`src/rtl/rom_stream_loader.sv`:
```
// ---------------------------------------------------------------------------
// rom_stream_loader
//
// Loads a CHIP-8 program image, delivered as a valid/ready byte stream, into
// main memory starting at LOAD_BASE. It can optionally zero the program
// region [LOAD_BASE, MEM_DEPTH-1] first. It reports the number of bytes
// written and flags images larger than the program region. A new load can be
// requested from IDLE, DONE or ERR without a reset.
//
// Ports
//   clk_in     in   system clock, rising edge
//   rst_in     in   synchronous active-high reset
//   start_in   in   single-cycle load request (IDLE/DONE/ERR only)
//   in_data    in   stream byte
//   in_valid   in   in_data valid
//   in_last    in   final byte of the image, qualified by in_valid
//   in_ready   out  loader accepts a beat this cycle (LOAD state only)
//   mem_we     out  registered memory write enable
//   mem_addr   out  registered memory write address
//   mem_wdata  out  registered memory write data
//   rom_ready  out  image fully committed to memory
//   rom_error  out  image exceeded capacity, load aborted
//   rom_size   out  bytes written by the last load
//
// State table
//   state  | meaning
//   IDLE   | after reset, waiting for start_in
//   CLEAR  | zeroing LOAD_BASE..MEM_DEPTH-1, one word per cycle
//   LOAD   | accepting stream beats, each written the following cycle
//   COMMIT | final byte's write is on the memory port this cycle
//   DONE   | image loaded, rom_ready/rom_size held
//   ERR    | too many beats, load aborted, rest of stream left unconsumed
// ---------------------------------------------------------------------------
module rom_stream_loader #(
    parameter int ADDR_WIDTH     = 12,
    parameter int DATA_WIDTH     = 8,
    parameter int MEM_DEPTH      = 4096,
    parameter int LOAD_BASE      = 'h200,
    parameter bit CLEAR_ON_START = 1'b1
) (
    input  logic                  clk_in,
    input  logic                  rst_in,
    input  logic                  start_in,
    input  logic [DATA_WIDTH-1:0] in_data,
    input  logic                  in_valid,
    input  logic                  in_last,
    output logic                  in_ready,
    output logic                  mem_we,
    output logic [ADDR_WIDTH-1:0] mem_addr,
    output logic [DATA_WIDTH-1:0] mem_wdata,
    output logic                  rom_ready,
    output logic                  rom_error,
    output logic [ADDR_WIDTH:0]   rom_size
);

    // Capacity needs one extra bit: with LOAD_BASE=0 it equals 2**ADDR_WIDTH.
    localparam logic [ADDR_WIDTH:0]   CAP       = (ADDR_WIDTH+1)'(MEM_DEPTH - LOAD_BASE);
    localparam logic [ADDR_WIDTH-1:0] BASE_ADDR = ADDR_WIDTH'(LOAD_BASE);

    typedef enum logic [2:0] {
        S_IDLE   = 3'd0,
        S_CLEAR  = 3'd1,
        S_LOAD   = 3'd2,
        S_COMMIT = 3'd3,
        S_DONE   = 3'd4,
        S_ERR    = 3'd5
    } state_t;

    state_t                  state, state_d;
    logic [ADDR_WIDTH:0]     count, count_d;
    logic [ADDR_WIDTH:0]     clear_left, clear_left_d;
    logic                    mem_we_d;
    logic [ADDR_WIDTH-1:0]   mem_addr_d;
    logic [DATA_WIDTH-1:0]   mem_wdata_d;
    logic                    rom_ready_d;
    logic                    rom_error_d;
    logic [ADDR_WIDTH:0]     rom_size_d;

    // count never exceeds CAP-1 when a write is issued, so the sum stays
    // inside the memory and fits ADDR_WIDTH bits.
    logic [ADDR_WIDTH-1:0]   load_addr;
    assign load_addr = BASE_ADDR + count[ADDR_WIDTH-1:0];

    assign in_ready = (state == S_LOAD);

    always_ff @(posedge clk_in) begin
        if (rst_in) begin
            state      <= S_IDLE;
            count      <= '0;
            clear_left <= '0;
            mem_we     <= 1'b0;
            mem_addr   <= '0;
            mem_wdata  <= '0;
            rom_ready  <= 1'b0;
            rom_error  <= 1'b0;
            rom_size   <= '0;
        end else begin
            state      <= state_d;
            count      <= count_d;
            clear_left <= clear_left_d;
            mem_we     <= mem_we_d;
            mem_addr   <= mem_addr_d;
            mem_wdata  <= mem_wdata_d;
            rom_ready  <= rom_ready_d;
            rom_error  <= rom_error_d;
            rom_size   <= rom_size_d;
        end
    end

    always_comb begin
        state_d      = state;
        count_d      = count;
        clear_left_d = clear_left;
        mem_we_d     = 1'b0;
        mem_addr_d   = mem_addr;
        mem_wdata_d  = mem_wdata;
        rom_ready_d  = rom_ready;
        rom_error_d  = rom_error;
        rom_size_d   = rom_size;

        case (state)
            S_IDLE, S_DONE, S_ERR: begin
                if (start_in) begin
                    rom_ready_d = 1'b0;
                    rom_error_d = 1'b0;
                    rom_size_d  = '0;
                    count_d     = '0;
                    if (CLEAR_ON_START) begin
                        // First clear write is issued on entry so that the
                        // CLEAR state lasts exactly CAP cycles.
                        state_d      = S_CLEAR;
                        clear_left_d = CAP - 1'b1;
                        mem_we_d     = 1'b1;
                        mem_addr_d   = BASE_ADDR;
                        mem_wdata_d  = '0;
                    end else begin
                        state_d = S_LOAD;
                    end
                end
            end

            S_CLEAR: begin
                // clear_left counts the writes still to issue after the one
                // currently on the port; zero means this is MEM_DEPTH-1.
                if (clear_left == '0) begin
                    state_d = S_LOAD;
                end else begin
                    clear_left_d = clear_left - 1'b1;
                    mem_we_d     = 1'b1;
                    mem_addr_d   = mem_addr + 1'b1;
                    mem_wdata_d  = '0;
                end
            end

            S_LOAD: begin
                if (in_valid) begin
                    if (count == CAP) begin
                        // Beat beyond the last memory word: drop it and abort.
                        state_d     = S_ERR;
                        rom_error_d = 1'b1;
                        rom_ready_d = 1'b0;
                        rom_size_d  = CAP;
                    end else begin
                        mem_we_d    = 1'b1;
                        mem_addr_d  = load_addr;
                        mem_wdata_d = in_data;
                        count_d     = count + 1'b1;
                        if (in_last) begin
                            state_d    = S_COMMIT;
                            rom_size_d = count + 1'b1;
                        end
                    end
                end
            end

            S_COMMIT: begin
                state_d     = S_DONE;
                rom_ready_d = 1'b1;
            end

            default: begin
                state_d = S_IDLE;
            end
        endcase
    end

endmodule

```
`config.mk`:
```
export PLATFORM = sky130hd
export DESIGN_NAME = rom_stream_loader
export DESIGN_NICKNAME = d
export VERILOG_FILES = /design/src/rtl/rom_stream_loader.sv
export SDC_FILE = /design/constraint.sdc
export NUM_CORES = 1
export LEC_CHECK = 0
export ABC_AREA = 1
export CAP_MARGIN = 20
export CORE_AREA = 2 2 110 112
export DETAILED_ROUTE_END_ITERATION = 10
export DIE_AREA = 0 0 112 114
export PLACE_DENSITY_LB_ADDON = 0.05
export REMOVE_ABC_BUFFERS = 1
export SLEW_MARGIN = 20
export SYNTH_ARGS = -nofsm -noshare
export SYNTH_HDL_FRONTEND = slang
export SYNTH_SLANG_ARGS = --single-unit
```
`constraint.sdc`:
```
create_clock -name clk_in -period 4.29 [get_ports clk_in]
set_clock_uncertainty 0.05 [all_clocks]
set_input_delay 0.429 -clock clk_in [delete_from_list [all_inputs] [get_ports clk_in]]
set_output_delay 0.429 -clock clk_in [all_outputs]
set_load 0.02 [all_outputs]
```
# [Word level (Yosys, flattened, before mapping)]
# Cells that the tools add are included.
[classes] add_sub_neg=4 eq_ne=13 n_reduce_logical=14 n_mux=39
[op_table] operator="two-way mux 13 bit" n=8
[op_table] operator="one-hot mux 13 bit (2 select lines)" n=3
[op_table] operator="two-way mux 12 bit" n=4
[op_table] operator="one-hot mux 12 bit (3 select lines)" n=1
[op_table] operator="two-way mux 8 bit" n=4
[op_table] operator="one-hot mux 8 bit (3 select lines)" n=1
[op_table] operator="AND reduction 4 bit" n=5
[op_table] operator="two-way mux 3 bit" n=5
[op_table] operator="adder 13 x 1 -> 13 bit (second input constant)" n=1
[op_table] operator="equality test 13 x 12 -> 1 bit (second input constant)" n=1
[op_table] operator="zero test 13 bit" n=1
[op_table] operator="subtractor 13 x 1 -> 13 bit (second input constant)" n=1
[op_table] operator="adder 10 x 12 -> 12 bit (first input constant)" n=1
[op_table] operator="adder 12 x 1 -> 12 bit (second input constant)" n=1
[op_table] operator="one-hot mux 3 bit (4 select lines)" n=1
[op_table] operator="inequality test 2 bit (second input constant)" n=5
[op_table] operator="two-way mux 1 bit" n=9
[op_table] operator="equality test 3 x 2 -> 1 bit (second input constant)" n=2
[op_table] operator="equality test 3 bit (second input constant)" n=2
[op_table] operator="one-hot mux 1 bit (3 select lines)" n=2
[op_table] operator="nonzero test 3 bit" n=2
[op_table] operator="AND reduction 5 bit" n=1
[op_table] operator="nonzero test 2 bit" n=2
[op_table] operator="equality test 3 x 1 -> 1 bit (second input constant)" n=1
[op_table] operator="6 further kinds" n=6
[word_totals] wordCells=79 input_bits=13 reg_bits=65 out_inout_bits=37

# [Depth between registers and ports, before layout]
# Gate-level depths: netlist of run 1.
[depth] depth_word=5 depth_mapped=11 depth_no_buf=11

# [Least setup slack after synthesis of run 1]
# No wires, ideal clock.
[synth_timing] path_kind="reg-to-reg" start="register count[0]" end="register mem_wdata[0]" arrival_ps=1402 stages_incl_launch_ff=11 path_slack_ps=2726 setup_time_ps=113 required_ps=4127 cell_sequence="dfxtp_1 -> inv_1 -> ha_1 -> nand2_1 -> nor2_1 -> nand4_4 -> nand2_8 -> nand2_8 -> buf_6 -> nor2_1 -> nor2_1"
[synth_via] elab_chain_len=3
[synth_rtl] element="start, declared" line_no="70" rtl="logic [ADDR_WIDTH:0] count, count_d;"
[synth_rtl] element="start signal, assigned" line_no="99" rtl="count <= count_d;"
[synth_rtl] element="equality test 13 x 12 -> 1 bit" line_no="157" rtl="if (count == CAP) begin"
[synth_rtl] element="inequality test 2 bit (no source line)"
[synth_rtl] element="AND reduction 5 bit (no source line)"
[synth_rtl] element="end signal, assigned" line_no="103" rtl="mem_wdata <= mem_wdata_d;"
[synth_rtl] element="end, declared" line_no="50" rtl="output logic [DATA_WIDTH-1:0] mem_wdata,"
# Every way passes these cells.
# A chain may end at the register's enable or synchronous reset.

# [Final worst setup path of run 1]
[layout_timing] start="register state[2]" end="output port in_ready"
[layout_via] elab_chain_len=1
[layout_rtl] element="start, declared" line_no="69" rtl="state_t state, state_d;"
[layout_rtl] element="start signal, assigned" line_no="98" rtl="state <= state_d;"
[layout_rtl] element="equality test 3 x 2 -> 1 bit" line_no="84" rtl="assign in_ready = (state == S_LOAD);"
[layout_rtl] element="end, declared" line_no="47" rtl="output logic in_ready,"
# Every way passes these cells.

==> out/results.ini, run 1 <==
[routing]
vias=3670
drt-vias-per-instance=4.646
drt-initial-drc-count=139
drcViolationCount=0
first_pass_iters=4
drtAntennaViolNets=0
post_drt_wl_per_cell_um=12.72
finalWirelength_mm=10.05

[worst_setup_path]
r2r_cells=9
worstPathRequired_ns=3.81
cpLargestDelayFamily=buffers and inverters
path_cells=nor2_4 > nand2_4 > clkinv_2 > clkdlybuf4s50_1
start_kind=register
cp.buffers_inverters=2
arrival_ns=2.02
worstPathMaxFanout=19
crit_path_end_kind=output pin
r2r-end=mem_addr[9]$_SDFFE_PP0P_
cp_slowest_cell=clkdlybuf4s50_1
worstSetupPathType=register to output pin
r2r_slack_ns=2.16
reg2reg_from=state[2]$_SDFFE_PP0P_
slowest_delay_ns=0.67

[synthesis]
ys_types=32
ys_seq_area_share_pct=34.64
synth_top_cell_by_area=dfxtp_1
synthArstFlopShare_pct=0
netlist.area_leader.share_pct=34.64
ys_ff_latch=65
ys_top_cells_by_area=dfxtp_1 35%, nand2_1 19%, nor2_1 11%, nand3_1 6.4%, inv_1 5.4%
synth_most_common_cell=nand2_1
syn_area_um2=3756
synthTopCellsByCount=187 x nand2_1, 107 x nor2_1, 65 x dfxtp_1, 54 x inv_1, 48 x nand3_1
synthCells=596
synth_edf_count=0
synthFlopType=dfxtp_1
syn_avg_cell_area_um2=6.302
ys_warn_count=0

[sta]
fin_setup_tns_ns=0
max_slew.worst_pin.slew_ns=0.6275
holdWs_ns=0.3985
hold_viol=0
rsz0062_at_grt=false
max_clock_freq_mhz=399.5
slew_headroom_pct=58.12
fin_crit_sh_pct=58.35
fin_crit_ns=2.503
setup_viol=0
drv_slew=0

[clock_tree]
cts_buffer_depth=2
cts_resized=0
h-tree-depth=3
clk_pin_slew_ns=0.05
cts-root-buf=clkbuf_16
cts_made_buffers=9
post_cts_buffers=0
clk_latency_ns=0.33
postCtsHoldBufs=0
cts_tree=done
cts.sinks=65

[run_status]
status=complete, no violations

[job]
cap_violations=0

[power_and_ir_drop]
total_power_mw=3.481
ir_worst_vdd_uv=227.5
pwr_density_cell_nw_per_um2=750.7
power_leakage_nw=1.930

[global_route]
overflow=0
grtUsageMet2_pct=26.14
grt_pass1_vias=3446
met3_usage_pct=4.091
top_usage_layer=met2
antenna_found_initial=0
grt_usage_pct=16.72
grt_pass1_wl_mm=17.13
met1_usage_pct=22.76
grt_max_degree=34

[final_layout]
post-route-util_pct=39.59
nNetsFinal=658
diodes=0
drive_gt1_share_pct=6.221
multiInputGateArea_um2=2100
fill_cells=1310
syn2layout_area_growth_pct=23.45
ff_latch_area_um2=1301

[floorplan]
die_w_um=112
core_area_um2=11710
die_area_um2=12770
start_util_pct=32.07
die_h_um=114
top_level_ports=50
rows=40

[min_path]
hold_path_end=clear_left[0]$_SDFFE_PP0P_
hold_class=register to register
hold_depth=1
min_from=clear_left[0]$_SDFFE_PP0P_

[place]
hpwlAfterDp_mm=7.008
io_buffers=49
gp_congestion=0.7779

## flip-flops by register name, summed over array words and instances, names as in the netlist
signal	flops
mem_wdata	8
rom_error	1
clear_left	13
count	13
state	3
mem_we	1
rom_size	13
mem_addr	12
rom_ready	1
## cell type report
cell class / count / share of cell area (%)
repair buffers: 52 / 11.49
multi-input cells: 452 / 45.28
inverters: 59 / 4.803
clock inverters: 3 / 0.8635
clock buffers: 12 / 5.532
well taps: 147 / 3.967
flip-flops and latches: 65 / 28.06
## metal layers
layer | vias up | wire length (µm)
met4 | 0 | 144
met3 | 11 | 334
met5 | - | 0
met2 | 54 | 4401
li1 | 1965 | -
met1 | 1640 | 5166
## where the power goes
| group | internal (mW) | switching (mW) |
|---|---|---|
| Clock | 0.476 | 0.268 |
| Sequential | 0.791 | 0.177 |
| Combinational | 0.622 | 1.15 |
| Total | 1.89 | 1.59 |
## worst max path at each step
stage	endpoint	slack, ns	from	depth (start not counted)
finish	in_ready	1.79	state[2]$_SDFFE_PP0P_	4
global route	in_ready	1.67	state[0]$_SDFFE_PP0P_	4
CTS	in_ready	1.73	state[2]$_SDFFE_PP0P_	4
detailed placement	clear_left[9]$_SDFFE_PP0P_	1.97	rst_in	8
global placement	clear_left[1]$_SDFFE_PP0P_	1.80	rst_in	5
floorplan	mem_addr[11]$_SDFFE_PP0P_	2.50	state[0]$_SDFFE_PP0P_	7
## stage by stage
stage               worst slack, ns  std cells  instance area (µm²)
floorplan                     2.503        576                 3623
global placement              1.795        774                 4313
detailed placement            1.969        775                 4340
CTS                           1.733        790                 4637
global route                  1.670        790                 4637
finish                        1.787        790                 4637
## cells by family (layout without fill, tap and decap cells)
kind of cell	count (synthesis)	count (layout)	synth area share [%]
buffers and inverters	79	126	9.460
flip-flops	65	65	34.64
adder cells (fa/ha/maj)	6	6	1.999
XOR/XNOR	6	6	1.399
AND/OR/NAND/NOR	375	375	43.67
AO/OA/AOI/OAI	65	65	8.828
## cells in the final DEF (no fill, tap or decap), drive strengths merged
| cell | count |
|---|---|
| clkdlybuf4s50 | 49 |
| nor2 | 114 |
| buf | 3 |
| o22ai | 3 |
| nand3b | 4 |
| dfxtp | 65 |
| clkbuf | 12 |
| ha | 6 |
| xor2 | 5 |
| or2 | 2 |
| a21oi | 38 |
| nand4 | 9 |
| o21ai | 23 |
| nor3 | 2 |
| nand2 | 194 |
| inv | 58 |
| a21boi | 1 |
| bufinv | 1 |
| nand3 | 48 |
| xnor2 | 1 |
| nor3b | 2 |
| clkinv | 3 |
Power figures use the tool's default switching activity.
==> inputs of run 2 (changes only) <==
- clock period: 4.29 -> 2 ns (I/O delays scaled with it)
==> run 2 against run 1 <==
Net effect:
- non-clock buffer count increased by 14
- total power grew 130%
- first-iteration DRC count increased by 39%
- sequential power grew 110%
- critical path type is now register to register
==> out/results.ini, run 2 (synthesized netlist as in run 1, its figures left out) <==
[global_route]
grt_usage_pct=17.06
overflow=0
top_usage_layer=met2
grt_pass1_vias=3499
grtUsageMet2_pct=26.02
met1_usage_pct=23.94
met3_usage_pct=2.657
grt_pass1_wl_mm=17.43
grt_max_degree=34
antenna_found_initial=0

[sta]
max_slew.worst_pin.slew_ns=0.3984
slew_headroom_pct=73.34
drv_slew=0
rsz0062_at_grt=false
setup_ws_ns=0.2122
fin_crit_sh_pct=89.39
max_clock_freq_mhz=559.3
setup_viol=0
fin_setup_tns_ns=0
hold_viol=0
holdWs_ns=0.4078
fin_crit_ns=1.788

[worst_setup_path]
worstPathRequired_ns=2.18
crit_path_end_kind=register
slowest_delay_ns=0.34
worstSetupPathType=register to register
crit_path_start=count[1]$_SDFFE_PP0P_
path_cells=inv_1 > ha_1 > nand2_1 > nor2_1 > nand4_4 > nand2_8 > buf_4 > nand3_1 > nand2_1 > nor2_1
reg2reg_from=count[1]$_SDFFE_PP0P_
start_kind=register
r2r-end=mem_addr[0]$_SDFFE_PP0P_
worstPathMaxFanout=11
cp_slowest_cell=dfxtp_1
cp-endpoint=mem_addr[0]$_SDFFE_PP0P_
arrival_ns=1.96
r2r_slack_ns=0.21
r2r_cells=10

[power_and_ir_drop]
pwr_density_cell_nw_per_um2=1643
power_leakage_nw=2.011
ir_worst_vdd_uv=505.1

[final_layout]
fill_cells=1301
drive_gt1_share_pct=8.511
diodes=0
ff_latch_area_um2=1301
syn2layout_area_growth_pct=27.35
multiInputGateArea_um2=2102
top_regs=clear_left: 13 flops, count: 13 flops, rom_size: 13 flops
final_cell_mix=186 x nand2_1, 107 x nor2_1, 65 x dfxtp_1
nNetsFinal=672
layout_commonest_cell=nand2_1

[routing]
vias=3717
finalWirelength_mm=10.28
drt-vias-per-instance=4.617
post_drt_wl_per_cell_um=12.77
drtAntennaViolNets=0
drcViolationCount=0
first_pass_iters=4
drt-initial-drc-count=193

[floorplan]
top_level_ports=50
rows=40
die_area_um2=12770
start_util_pct=32.07
die_h_um=114
die_w_um=112
core_area_um2=11710

[clock_tree]
cts_buffer_depth=2
cts_made_buffers=9
cts-root-buf=clkbuf_16
h-tree-depth=3
postCtsHoldBufs=0
clk_pin_slew_ns=0.05
cts_tree=done
post_cts_buffers=0
cts.sinks=65
clk_latency_ns=0.33

[place]
pre_cts_ws_ns=0.1498
gp_congestion=0.8488
io_buffers=49
hpwlAfterDp_mm=7.413

[min_path]
min_from=clear_left[0]$_SDFFE_PP0P_
hold_class=register to register

[job]
cap_violations=0

[run_status]
status=complete, no violations

==> run 2: cell types whose count changed in the layout (fill, tap and decap cells not counted), sizes merged <==
cell	previous run	this run
clkinv	3	1
clkinvlp	0	2
bufinv	1	2
buf	3	17
dlygate4sd2	0	1
clkdlybuf4s50	49	48
==> run 2: timing repair <==
action | 4_1_cts | 5_1_grt
endpoints found under the hold margin | 0 | 0
endpoints found under the setup margin | 1 | 1
gates resized for setup | 1 | 1
==> run 2: through the flow <==
step | instance area (µm²) | total power, mW | std cells | utilization (%)
after floorplan | 3623 | 4.703 | 576 | -
after global placement | 4451 | 6.159 | 789 | 38.00
after detailed placement | 4451 | 6.173 | 789 | 38.00
after CTS | 4781 | 7.965 | 805 | 40.82
after global routing | 4783 | 8.612 | 805 | 40.84
final | 4783 | 7.860 | 805 | 40.84
==> run 2: power by group <==
group / internal, mW / switching [mW]
Combinational: 1.53 / 2.50
Clock: 1.16 / 0.590
Sequential: 1.70 / 0.377
Total: 4.39 / 3.47
==> run 2: critical path, delay by kind of cell (launching register included) <==
kind | cells | cell delay [ns]
simple gates | 7 | 0.82
flops | 1 | 0.34
buf+inv | 2 | 0.30
fa+ha+maj | 1 | 0.18
==> run 2: per-layer routing <==
metal | part of all wire (%) | vias to the layer above
met3 | 4.2 | 13
met1 | 51 | 1639
met4 | 2.2 | 0
li1 | - | 1995
met5 | 0 | -
met2 | 43 | 70
==> run 2: worst min-delay path by stage <==
stage | to | cells after the start | slack, ns
final | clear_left[0]$_SDFFE_PP0P_ | 1 | 0.41
after global routing | clear_left[0]$_SDFFE_PP0P_ | 1 | 0.43
after CTS | clear_left[0]$_SDFFE_PP0P_ | 1 | 0.41
after detailed placement | clear_left[0]$_SDFFE_PP0P_ | 1 | 0.40
after global placement | clear_left[0]$_SDFFE_PP0P_ | 1 | 0.39
after floorplan | clear_left[10]$_SDFFE_PP0P_ | 1 | 0.22
==> run 2: layout make-up <==
class | count | share of cell area (%)
Tap cell | 147 | 3.845
Timing Repair Buffer | 66 | 13.42
Clock inverter | 4 | 1.569
Inverter | 59 | 4.656
Sequential cell | 65 | 27.20
Multi-Input combinational cell | 452 | 43.94
Clock buffer | 12 | 5.362
